File: src/rtl/quad_step_decoder.sv
// quad_step_decoder: quadrature A/B decoder producing one-cycle step pulses,
// a held direction level, an N-bit wrap-around position and error flags.
// Optional input glitch filter enabled by defining QUAD_FILTER_EN.
module quad_step_decoder #(
    parameter int N           = 3,
    parameter int FILT_CYCLES = 4
) (
    input  logic         i_clk,
    input  logic         i_rst_n,
    input  logic         i_a,
    input  logic         i_b,
    input  logic         i_clr,
    output logic         o_en,
    output logic         o_up_down,
    output logic [N-1:0] o_pos,
    output logic         o_err,
    output logic         o_err_sticky
);

    if (FILT_CYCLES < 2 || FILT_CYCLES > 15) begin : g_bad_filt
        $error("FILT_CYCLES must be in 2..15");
    end

    logic [1:0]   sync1_q, sync2_q;
    logic [1:0]   vld_q;          // tracks when sync2_q holds a real sample
    logic         init_q, init_d;
    logic [1:0]   prev_q, prev_d;
    logic [1:0]   s;              // accepted A/B state this cycle
    logic         en_q, en_d;
    logic         up_q, up_d;
    logic [N-1:0] pos_q, pos_d;
    logic         err_q, err_d;
    logic         sticky_q, sticky_d;
    logic         active;
    logic [1:0]   diff;
    logic         dir_up;

    // Two-flop synchronizer for both phases plus a fill tracker.
    always_ff @(posedge i_clk or negedge i_rst_n) begin
        if (!i_rst_n) begin
            sync1_q <= 2'b00;
            sync2_q <= 2'b00;
            vld_q   <= 2'b00;
        end else begin
            // NOTE: sequential state uses non-blocking assignments so every
            // flop samples the pre-edge value and the pipeline really delays.
            sync1_q <= {i_a, i_b};
            sync2_q <= sync1_q;
            vld_q   <= {vld_q[0], 1'b1};
        end
    end

`ifdef QUAD_FILTER_EN
    logic [1:0]      lvl_q, lvl_d;
    logic [1:0][3:0] cnt_q, cnt_d;

    // Per-phase stability filter; the first valid sample seeds the level.
    always_comb begin
        // NOTE: every variable gets a default first so no path infers a latch.
        lvl_d = lvl_q;
        cnt_d = '0;
        if (init_q) begin
            lvl_d = sync2_q;
        end else begin
            for (int i = 0; i < 2; i++) begin
                if (sync2_q[i] != lvl_q[i]) begin
                    if (cnt_q[i] == 4'(FILT_CYCLES - 1)) begin
                        lvl_d[i] = sync2_q[i];
                    end else begin
                        cnt_d[i] = cnt_q[i] + 4'd1;
                    end
                end
            end
        end
    end

    // Filter level and run-length registers.
    always_ff @(posedge i_clk or negedge i_rst_n) begin
        if (!i_rst_n) begin
            lvl_q <= 2'b00;
            cnt_q <= '0;
        end else begin
            lvl_q <= lvl_d;
            cnt_q <= cnt_d;
        end
    end

    assign s = lvl_d;
`else
    assign s = sync2_q;
`endif

    // Step/error decode and next-state computation.
    always_comb begin
        active   = vld_q[1] && !init_q;
        diff     = s ^ prev_q;
        // Forward Gray order 00,01,11,10: the new B bit differs from the old A bit.
        dir_up   = prev_q[1] ^ s[0];
        init_d   = init_q && !vld_q[1];
        prev_d   = vld_q[1] ? s : prev_q;
        en_d     = active && (diff == 2'b01 || diff == 2'b10);
        err_d    = active && (diff == 2'b11);
        up_d     = en_d ? dir_up : up_q;
        pos_d    = pos_q;
        if (en_d) begin
            pos_d = dir_up ? pos_q + N'(1) : pos_q - N'(1);
        end
        sticky_d = sticky_q || err_d;
        if (i_clr) begin
            pos_d    = '0;
            sticky_d = 1'b0;
        end
    end

    // Decoder state and registered outputs.
    always_ff @(posedge i_clk or negedge i_rst_n) begin
        if (!i_rst_n) begin
            init_q   <= 1'b1;
            prev_q   <= 2'b00;
            en_q     <= 1'b0;
            up_q     <= 1'b1;
            pos_q    <= '0;
            err_q    <= 1'b0;
            sticky_q <= 1'b0;
        end else begin
            init_q   <= init_d;
            prev_q   <= prev_d;
            en_q     <= en_d;
            up_q     <= up_d;
            pos_q    <= pos_d;
            err_q    <= err_d;
            sticky_q <= sticky_d;
        end
    end

    assign o_en         = en_q;
    assign o_up_down    = up_q;
    assign o_pos        = pos_q;
    assign o_err        = err_q;
    assign o_err_sticky = sticky_q;

endmodule

File: config.mk
export PLATFORM = sky130hd
export DESIGN_NAME = quad_step_decoder
export DESIGN_NICKNAME = d
export VERILOG_FILES = /design/src/rtl/quad_step_decoder.sv
export SDC_FILE = /design/constraint.sdc
export NUM_CORES = 1
export LEC_CHECK = 0
export ABC_AREA = 1
export CORE_MARGIN = 5
export CORE_UTILIZATION = 40
export DETAILED_ROUTE_END_ITERATION = 10
export PLACE_DENSITY = 0.74
export SLEW_MARGIN = 20
export SYNTH_ARGS = -nofsm -noshare
export SYNTH_HDL_FRONTEND = slang
export SYNTH_SLANG_ARGS = --single-unit
File: constraint.sdc
create_clock -name i_clk -period 4.05 [get_ports i_clk]
set_clock_uncertainty 0.15 [all_clocks]
set_input_delay 0.405 -clock i_clk [delete_from_list [all_inputs] [get_ports i_clk]]
set_output_delay 0.405 -clock i_clk [all_outputs]
set_load 0.01 [all_outputs]
Word-level counts from Yosys, hierarchy flattened
Index checks and enable logic that the tools add are counted.
{"block": "totals", "register_bits": 16, "input_bits": 5, "output_inout_bits": 7, "wordCells": 30}
{"block": "classes", "n_addsub": 2, "eq_ne": 3, "n_mux": 4, "n_bitwise": 2, "reduce_logical": 9}
{"operator": "3-bit two-way mux", "count": 3}
{"operator": "2-bit equality test (second input constant)", "count": 2}
{"operator": "1-bit logical AND", "count": 4}
{"operator": "3-bit by 1-bit adder with 3-bit output (second input constant)", "count": 1}
{"operator": "3-bit by 1-bit subtractor with 3-bit output (second input constant)", "count": 1}
{"operator": "2-bit by 1-bit equality test with 1-bit output (second input constant)", "count": 1}
{"operator": "1-bit zero test", "count": 2}
{"operator": "1-bit logical OR", "count": 2}
{"operator": "2-bit nonzero test", "count": 1}
{"operator": "2-bit XOR", "count": 1}
{"operator": "1-bit two-way mux", "count": 1}
{"operator": "1-bit XOR", "count": 1}

Longest topological paths before layout
Gate-level depths: netlist of the first run.
{"block": "depth", "ltp_word": 6, "depth_mapped": 14, "depth_no_buf": 14}

Least setup slack after synthesis of the first run
No wires, ideal clock.
{"block": "synth_path", "path_kind": "register to register", "from": "register sync2_q[0], in the netlist s[0]", "to": "register pos_q[2], in the netlist o_pos[2]", "setup_ns": 0.113, "arrival_time_ns": 1.201, "t_required_ns": 3.787, "path_slack_ns": 2.586, "stages_incl_launch_ff": 8, "n_path_buf": 0, "synth_period_minus_slack_ns": 1.464, "path_cell_list": "dfrtp_1 > xor2_1 > ha_1 > nand3_4 > inv_1 > nand3_1 > nand2_1 > inv_1"}
{"block": "synth_via", "elab_chain_cells": 5, "elab_cells_between_ends": 10, "cone_classes": "2 x eq/ne; 3 x mux; 2 x bitwise; 3 x reduce/logical"}
{"element": "from (decl)", "line": "24", "rtl": "logic [1:0] sync1_q, sync2_q;"}
{"element": "from (signal assigned)", "line": "48", "rtl": "sync2_q <= sync1_q;"}
{"element": "2-bit XOR *", "line": "96", "rtl": "diff = s ^ prev_q;"}
{"element": "2-bit by 1-bit equality test with 1-bit output or 2-bit equality test (tied branches)", "line": "101", "rtl": "en_d = active && (diff == 2'b01 || diff == 2'b10);"}
{"element": "1-bit logical OR *", "line": "101"}
{"element": "1-bit logical AND *", "line": "101"}
{"element": "via en_d", "line": "29", "rtl": "logic en_q, en_d;"}
{"element": "2-bit nonzero test (no line) *"}
{"element": "to (signal assigned)", "line": "130", "rtl": "pos_q <= pos_d;"}
{"element": "to (decl)", "line": "31", "rtl": "logic [N-1:0] pos_q, pos_d;"}
Mark *: on every way through the listed nets, which the timed path passes. The rest lies on a longest branch. The select of a mux whose other input is x is not followed.
A chain may end at the register's enable or synchronous reset.

Worst setup path after layout of the first run
{"block": "layout_path", "from": "register up_q, in the netlist o_up_down", "to": "output o_up_down"}
{"element": "from (decl)", "line": "30", "rtl": "logic up_q, up_d;"}
{"element": "from (signal assigned)", "line": "129", "rtl": "up_q <= up_d;"}
{"element": "to (decl)", "line": "14", "rtl": "output logic o_up_down,"}
No word-level cell between the ends.

==> results of run 1 <==
==> stage by stage <==
stage / setup slack (ns) / power, W / instance area (sq um)
detailed placement: 2.46 / 0.000281 / 791
global placement: 2.47 / 0.000279 / 791
global route: 2.10 / 0.000409 / 827
finish: 2.15 / 0.000382 / 827
floorplan: 2.59 / 0.000242 / 661
CTS: 2.13 / 0.000387 / 827
==> cells in the final DEF (no fill, tap or decap) <==
cell type | synthesis | final
o21ai_0 | 2 | 2
clkbuf_4 | 0 | 3
dfrtp_1 | 14 | 14
conb_1 | 1 | 1
ha_1 | 2 | 2
clkdlybuf4s50_1 | 0 | 11
inv_1 | 11 | 11
clkbuf_8 | 0 | 1
xor2_1 | 3 | 3
nor2_1 | 4 | 4
inv_2 | 1 | 1
nand3_1 | 3 | 3
a211oi_1 | 1 | 1
nand3_4 | 1 | 1
nand2_1 | 20 | 20
a21oi_1 | 2 | 2
o21a_1 | 1 | 1
dfstp_2 | 2 | 2
==> power groups by stage <==
stage               registers [W]  clock network [W]   logic, W
finish                   0.000191           0.000104  0.0000870
CTS                      0.000191           0.000108  0.0000884
detailed placement       0.000194                  0  0.0000873
global route             0.000193           0.000118  0.0000982
global placement         0.000193                  0  0.0000860
floorplan                0.000200                  0  0.0000422
==> cell type report <==
cell class | count | area [sq um] | share of cell area, %
Sequential cell | 16 | 403 | 48.7
Multi-Input combinational cell | 40 | 213 | 25.7
Timing Repair Buffer | 11 | 110 | 13.3
Inverter | 12 | 45.0 | 5.45
Clock buffer | 4 | 36.3 | 4.39
Tap cell | 16 | 20.0 | 2.42
==> registers in the layout (all words and copies together) (netlist names) <==
name          count
s                 2
o_up_down         1
sync1_q           2
o_err_sticky      1
prev_q            2
o_pos             3
init_q            1
o_err             1
o_en              1
vld_q             2
==> layer usage <==
| layer | vias to the layer above | track usage, % | share of wire, % |
|---|---|---|---|
| met3 | 4 | 3.85 | 5.6 |
| li1 | 236 | - | - |
| met4 | 0 | 3.83 | 1.8 |
| met2 | 12 | 15.5 | 45 |
| met1 | 204 | 10.7 | 47 |
| met5 | - | 0 | 0 |
==> final timing paths <==
check	start	cells past startpoint	end
max in group asynchronous	i_rst_n	1	o_err$_DFF_PN0_
min in group asynchronous	i_rst_n	1	o_pos[2]$_DFFE_PN0P_
setup / recovery	o_up_down$_DFFE_PN1P_	1	o_up_down
hold reg to reg	sync1_q[1]$_DFF_PN0_	0	s[1]$_DFF_PN0_
setup reg to reg	prev_q[1]$_DFFE_PN0P_	13	o_pos[2]$_DFFE_PN0P_
hold / removal	sync1_q[1]$_DFF_PN0_	0	s[1]$_DFF_PN0_
==> cell families after synthesis <==
group / synth area share (%)
AOI/OAI and AO/OA: 5.30
xor gates and xnor gates: 3.98
adders and majority gates: 3.79
buffers and inverters: 6.82
DFF: 61.0
other: 0.568
and+or+nand+nor: 18.6
==> qor.csv, run 1 <==
stage,metric,value,unit
status,status,finished clean,
logic_synthesis,Synth top area share,53.0,%
drt,final wirelength,1020,um
logic_synthesis,Mean Syn Cell Area,9.72,sq um
drt,Initial DRT Pass Iterations,4,
clock_tree,cts repair resizes,0,
critical_path,CP startpoint kind,flop,
logic_synthesis,post-synthesis instance total,68,
global_route,largest net degree at the start of global routing,17,
logic_synthesis,"top cells by area, synth","dfrtp_1 (53%), nand2_1 (11%), dfstp_2 (8.0%)",
job,MaxCap Viol Count,0,
logic_synthesis,share of flip-flops with an asynchronous set or reset,100,%
critical_path,CP top delay family,flip-flops,
global_route,vias in the first global route,456,
critical_path,crit path cell chain,clkdlybuf4s50_1,
critical_path,Setup CP Type,reg2out,
global_route,initial antenna violation count,0,
sta,Fin Setup TNS,0,ns
pwr,Comb pwr share,22.8,%
logic_synthesis,Post-synth EDFFs,0,
sta,RSZ-0062 raised after global routing,false,
clock_tree,clock buffer depth,2,
floorplan,die height,50.6,um
clock_tree,Hold Buf Count CTS,0,
pwr,"IR drop worst, VDD",0.000271,V
clock_tree,Skew-Pair Late Insertion Delay,0.28,ns
sta,Slew headroom,52.8,%
global_route,first-pass GRT wire length,1830,um
logic_synthesis,Main synth FF type,dfrtp_1,
floorplan,Placeable Area,1540,sq um
pwr,P_sw,0.000103,W
critical_path,"Arr. time, crit path",1.35,ns
sta,Tcrit/Tclk final,46.9,%
logic_synthesis,yosys warns,0,
placed_design,dpl cells,95,
drt,# DRC,0,
sta,Final Hold Viols,0,
sta,Max Clk Rate,526,MHz
global_route,total grt overflow,0,
sta,Final Max Slew Viols,0,
sta,minimum clock period,1.90,ns
pwr,Pleak,0.423,nW
drt,drt wl/cell,10.3,um
sta,Hold WS,0.205,ns
logic_synthesis,Syn Nets,75,
logic_synthesis,largest area contributor in the netlist,dfrtp_1,
placed_design,# port buffers,11,
logic_synthesis,most common cell in the netlist,nand2_1,
logic_synthesis,"Seq/Total Area, Yosys",61.0,%
global_route,GRT Util Overall,9.41,%
clock_tree,CTS tree,built,
min_path,HP Class,reg2reg,
floorplan,I/O Pins,12,
pwr,Reg power frac,50.0,%
critical_path,Buf/Inv on CP,1,
pwr,PwrDens,461,nW/um^2
sta,setup violators final,0,
critical_path,worst path required time,3.49,ns
clock_tree,CTS root buffer,clkbuf_4,
placed_design,final weighted congestion in routability-driven placement,0.739,
layout,synth-to-layout area growth,25.2,%
floorplan,die width,50.6,um
logic_synthesis,mapped cell area,661,sq um
pwr,Switching Fraction,27.1,%
layout,share of cells above drive strength 1,9.64,%
layout,Layout Utilization,53.7,%
layout,final non-filler cell total,99,
critical_path,slowest CP cell,dfstp_2,
critical_path,Worst Setup End Kind,output port,
critical_path,flop-to-flop setup slack,2.44,ns
clock_tree,post-CTS setup buffers,0,
drt,Vias/cell,4.61,
floorplan,Std-Cell Rows,14,
layout,Fillers,148,
clock_tree,total CTS buffers,3,
clock_tree,Clock Pin Slew Worst Setup and Hold Paths,0.10,ns
critical_path,CP max stage delay,0.54,ns
drt,First DRT Iteration DRCs,6,
clock_tree,CTS Sinks,16,
logic_synthesis,synth cell count leaders,"nand2_1 (20), dfrtp_1 (14), inv_1 (11)",
sta,pin slew with the least headroom to its limit,0.706,ns
floorplan,starting density of the core,42.9,%
pwr,Power Internal,0.000278,W
clock_tree,H-tree levels,1,
floorplan,Die Footprint,2560,sq um
drt,Antenna Nets Post-Route,0,
placed_design,Detail Placement HPWL,739,um
drt,routed vias,456,
layout,Final #Nets,91,
logic_synthesis,post-synthesis cell type count,15,
layout,ant diodes,0,
logic_synthesis,Seq cells post-synth,16,
critical_path,Crit Path Max Fanout,2,
pwr,Clock power frac,27.2,%
Power figures use the tool's default switching activity.
==> run 2: changes to the inputs <==
==> constraint.sdc (replaced) <==
create_clock -name i_clk -period 1.9 [get_ports i_clk]
set_clock_uncertainty 0.15 [all_clocks]
set_input_delay 0.19 -clock i_clk [delete_from_list [all_inputs] [get_ports i_clk]]
set_output_delay 0.19 -clock i_clk [all_outputs]
set_load 0.01 [all_outputs]
==> qor.csv, run 2 (same netlist as run 1, synthesis figures left out) <==
stage,metric,value,unit,change
critical_path,flop-to-flop setup slack,0.32,ns,-2.12 ns
job,MaxCap Viol Count,0,,unchanged
clock_tree,clock buffer depth,2,,unchanged
floorplan,starting density of the core,42.9,%,unchanged
placed_design,final weighted congestion in routability-driven placement,0.715,,-3.2%
clock_tree,CTS tree,built,,
critical_path,CP max stage delay,0.54,ns,about the same
drt,Initial DRT Pass Iterations,4,,unchanged
layout,Final #Nets,92,,+1.1%
critical_path,worst path required time,1.56,ns,-1.93 ns
floorplan,Std-Cell Rows,14,,unchanged
clock_tree,post-CTS setup buffers,0,,unchanged
layout,most frequent cells in the layout,"nand2_1 (20), dfrtp_1 (14), inv_1 (11), clkdlybuf4s50_1 (11), nor2_1 (4)",,
clock_tree,Clock Pin Slew Worst Setup and Hold Paths,0.10,ns,about the same
min_path,HP Class,in2async,,
floorplan,I/O Pins,12,,unchanged
sta,RSZ-0062 raised after global routing,false,,
critical_path,r2r endpoint,o_pos[2]$_DFFE_PN0P_,,
floorplan,die height,50.6,um,unchanged
clock_tree,Skew-Pair Late Insertion Delay,0.28,ns,about the same
drt,# DRC,0,,unchanged
drt,Antenna Nets Post-Route,0,,unchanged
critical_path,crit path cell chain,clkdlybuf4s50_1,,
critical_path,Worst Setup End Kind,output port,,
sta,Tcrit/Tclk final,88.8,%,
critical_path,Buf/Inv on CP,1,,unchanged
drt,First DRT Iteration DRCs,8,,+2
sta,setup violators final,0,,unchanged
clock_tree,H-tree levels,1,,unchanged
layout,synth-to-layout area growth,26.3,%,
pwr,"IR drop worst, VDD",0.000514,V,+90%
critical_path,RR Startpoint,prev_q[1]$_DFFE_PN0P_,,
pwr,Comb pwr share,23.0,%,+0.2 points
floorplan,Placeable Area,1540,sq um,unchanged
placed_design,# port buffers,11,,unchanged
layout,max reg flops,3,,unchanged
critical_path,Setup CP Type,reg2out,,
layout,ant diodes,0,,unchanged
global_route,GRT Util Overall,9.34,%,-0.066 points
pwr,PwrDens,974,nW/um^2,+110%
floorplan,die width,50.6,um,unchanged
critical_path,Reg2Reg Depth,13,,unchanged
critical_path,CP Launch Point,o_up_down$_DFFE_PN1P_,,
critical_path,CP startpoint kind,flop,,
pwr,P_sw,0.000219,W,+110%
sta,Fin Setup TNS,0,ns,unchanged
clock_tree,cts repair resizes,0,,unchanged
drt,Vias/cell,4.69,,+1.8%
drt,drt wl/cell,10.9,um,+6.1%
global_route,largest net degree at the start of global routing,17,,unchanged
clock_tree,CTS Sinks,16,,unchanged
clock_tree,CTS root buffer,clkbuf_4,,
clock_tree,total CTS buffers,3,,unchanged
critical_path,Crit path depth,1,,unchanged
global_route,first-pass GRT wire length,1850,um,+1.1%
layout,share of cells above drive strength 1,10.7,%,+1.1 points
sta,minimum clock period,1.69,ns,
layout,Layout Utilization,54.1,%,+0.49 points
floorplan,Die Footprint,2560,sq um,unchanged
critical_path,crit path to,o_up_down,,
global_route,total grt overflow,0,,unchanged
drt,final wirelength,1090,um,+7.2%
sta,Final Max Slew Viols,0,,unchanged
status,status,finished clean,,
critical_path,slowest CP cell,dfstp_2,,
clock_tree,Hold Buf Count CTS,0,,unchanged
global_route,vias in the first global route,429,,-5.9%
global_route,initial antenna violation count,0,,unchanged
pwr,Power Internal,0.000594,W,+110%
pwr,Clock power frac,26.7,%,-0.5 points
critical_path,CP top delay family,flip-flops,,
critical_path,Crit Path Max Fanout,2,,unchanged
pwr,Switching Fraction,26.9,%,-0.17 points
placed_design,Detail Placement HPWL,825,um,+12%
critical_path,"Arr. time, crit path",1.35,ns,about the same
sta,Max Clk Rate,593,MHz,
sta,Final Hold Viols,0,,unchanged
drt,routed vias,469,,+2.9%
pwr,Reg power frac,50.3,%,+0.3 points
layout,"most common cell after layout, fill and taps aside",nand2_1,,
pwr,Pleak,0.428,nW,+1.1%
[run 2: cell count changes in the layout (fill, tap and decap cells not counted)]
cell,previous run,this run
buf_4,0,1
[run 2: worst min-delay path by stage]
stage	from	endpoint	slack, ns	cells past startpoint
after floorplan	i_rst_n	o_en$_DFF_PN0_	-0.26	0
after global placement	sync1_q[1]$_DFF_PN0_	s[1]$_DFF_PN0_	0.18	0
after detailed placement	sync1_q[1]$_DFF_PN0_	s[1]$_DFF_PN0_	0.19	0
after CTS	i_rst_n	o_pos[2]$_DFFE_PN0P_	0.05	2
after global routing	i_rst_n	o_en$_DFF_PN0_	0.07	2
final	i_rst_n	prev_q[0]$_DFFE_PN0P_	0.06	2
[run 2: metrics by stage]
stage / total power (W) / worst slack [ns] / hold slack [ns] / area [sq um] / cells
2_1_floorplan: 0.000515 / 0.436 / -0.256 / 661 / 68
3_3_place_gp: 0.000597 / 0.372 / 0.183 / 798 / 96
5_1_grt: 0.000868 / 0.151 / 0.0734 / 835 / 100
4_1_cts: 0.000828 / 0.196 / 0.0534 / 835 / 100
3_5_place_dp: 0.000605 / 0.329 / 0.186 / 798 / 96
6_report: 0.000813 / 0.213 / 0.0555 / 835 / 100
[run 2: layout make-up]
| class | instances | area [sq um] |
|---|---|---|
| Inverter | 12 | 45.0 |
| Sequential cell | 16 | 403 |
| Timing Repair Buffer | 12 | 118 |
| Fill cell | 142 | 707 |
| Clock buffer | 4 | 36.3 |
| Tap cell | 16 | 20.0 |
| Multi-Input combinational cell | 40 | 213 |
[run 2: metal layers]
metal | share of wire [%] | global-route usage (%)
met3 | 6.4 | 3.25
met2 | 52 | 14.7
met4 | 0 | 3.83
met5 | 0 | 0
met1 | 42 | 11.6
[run 2: power by group through the flow]
stage | combinational, W | clock (W) | sequential [W]
floorplan | 0.0000899 | 0 | 0.000425
global placement | 0.000184 | 0 | 0.000413
detailed placement | 0.000189 | 0 | 0.000416
CTS | 0.000191 | 0.000228 | 0.000410
global route | 0.000211 | 0.000242 | 0.000415
finish | 0.000187 | 0.000217 | 0.000409
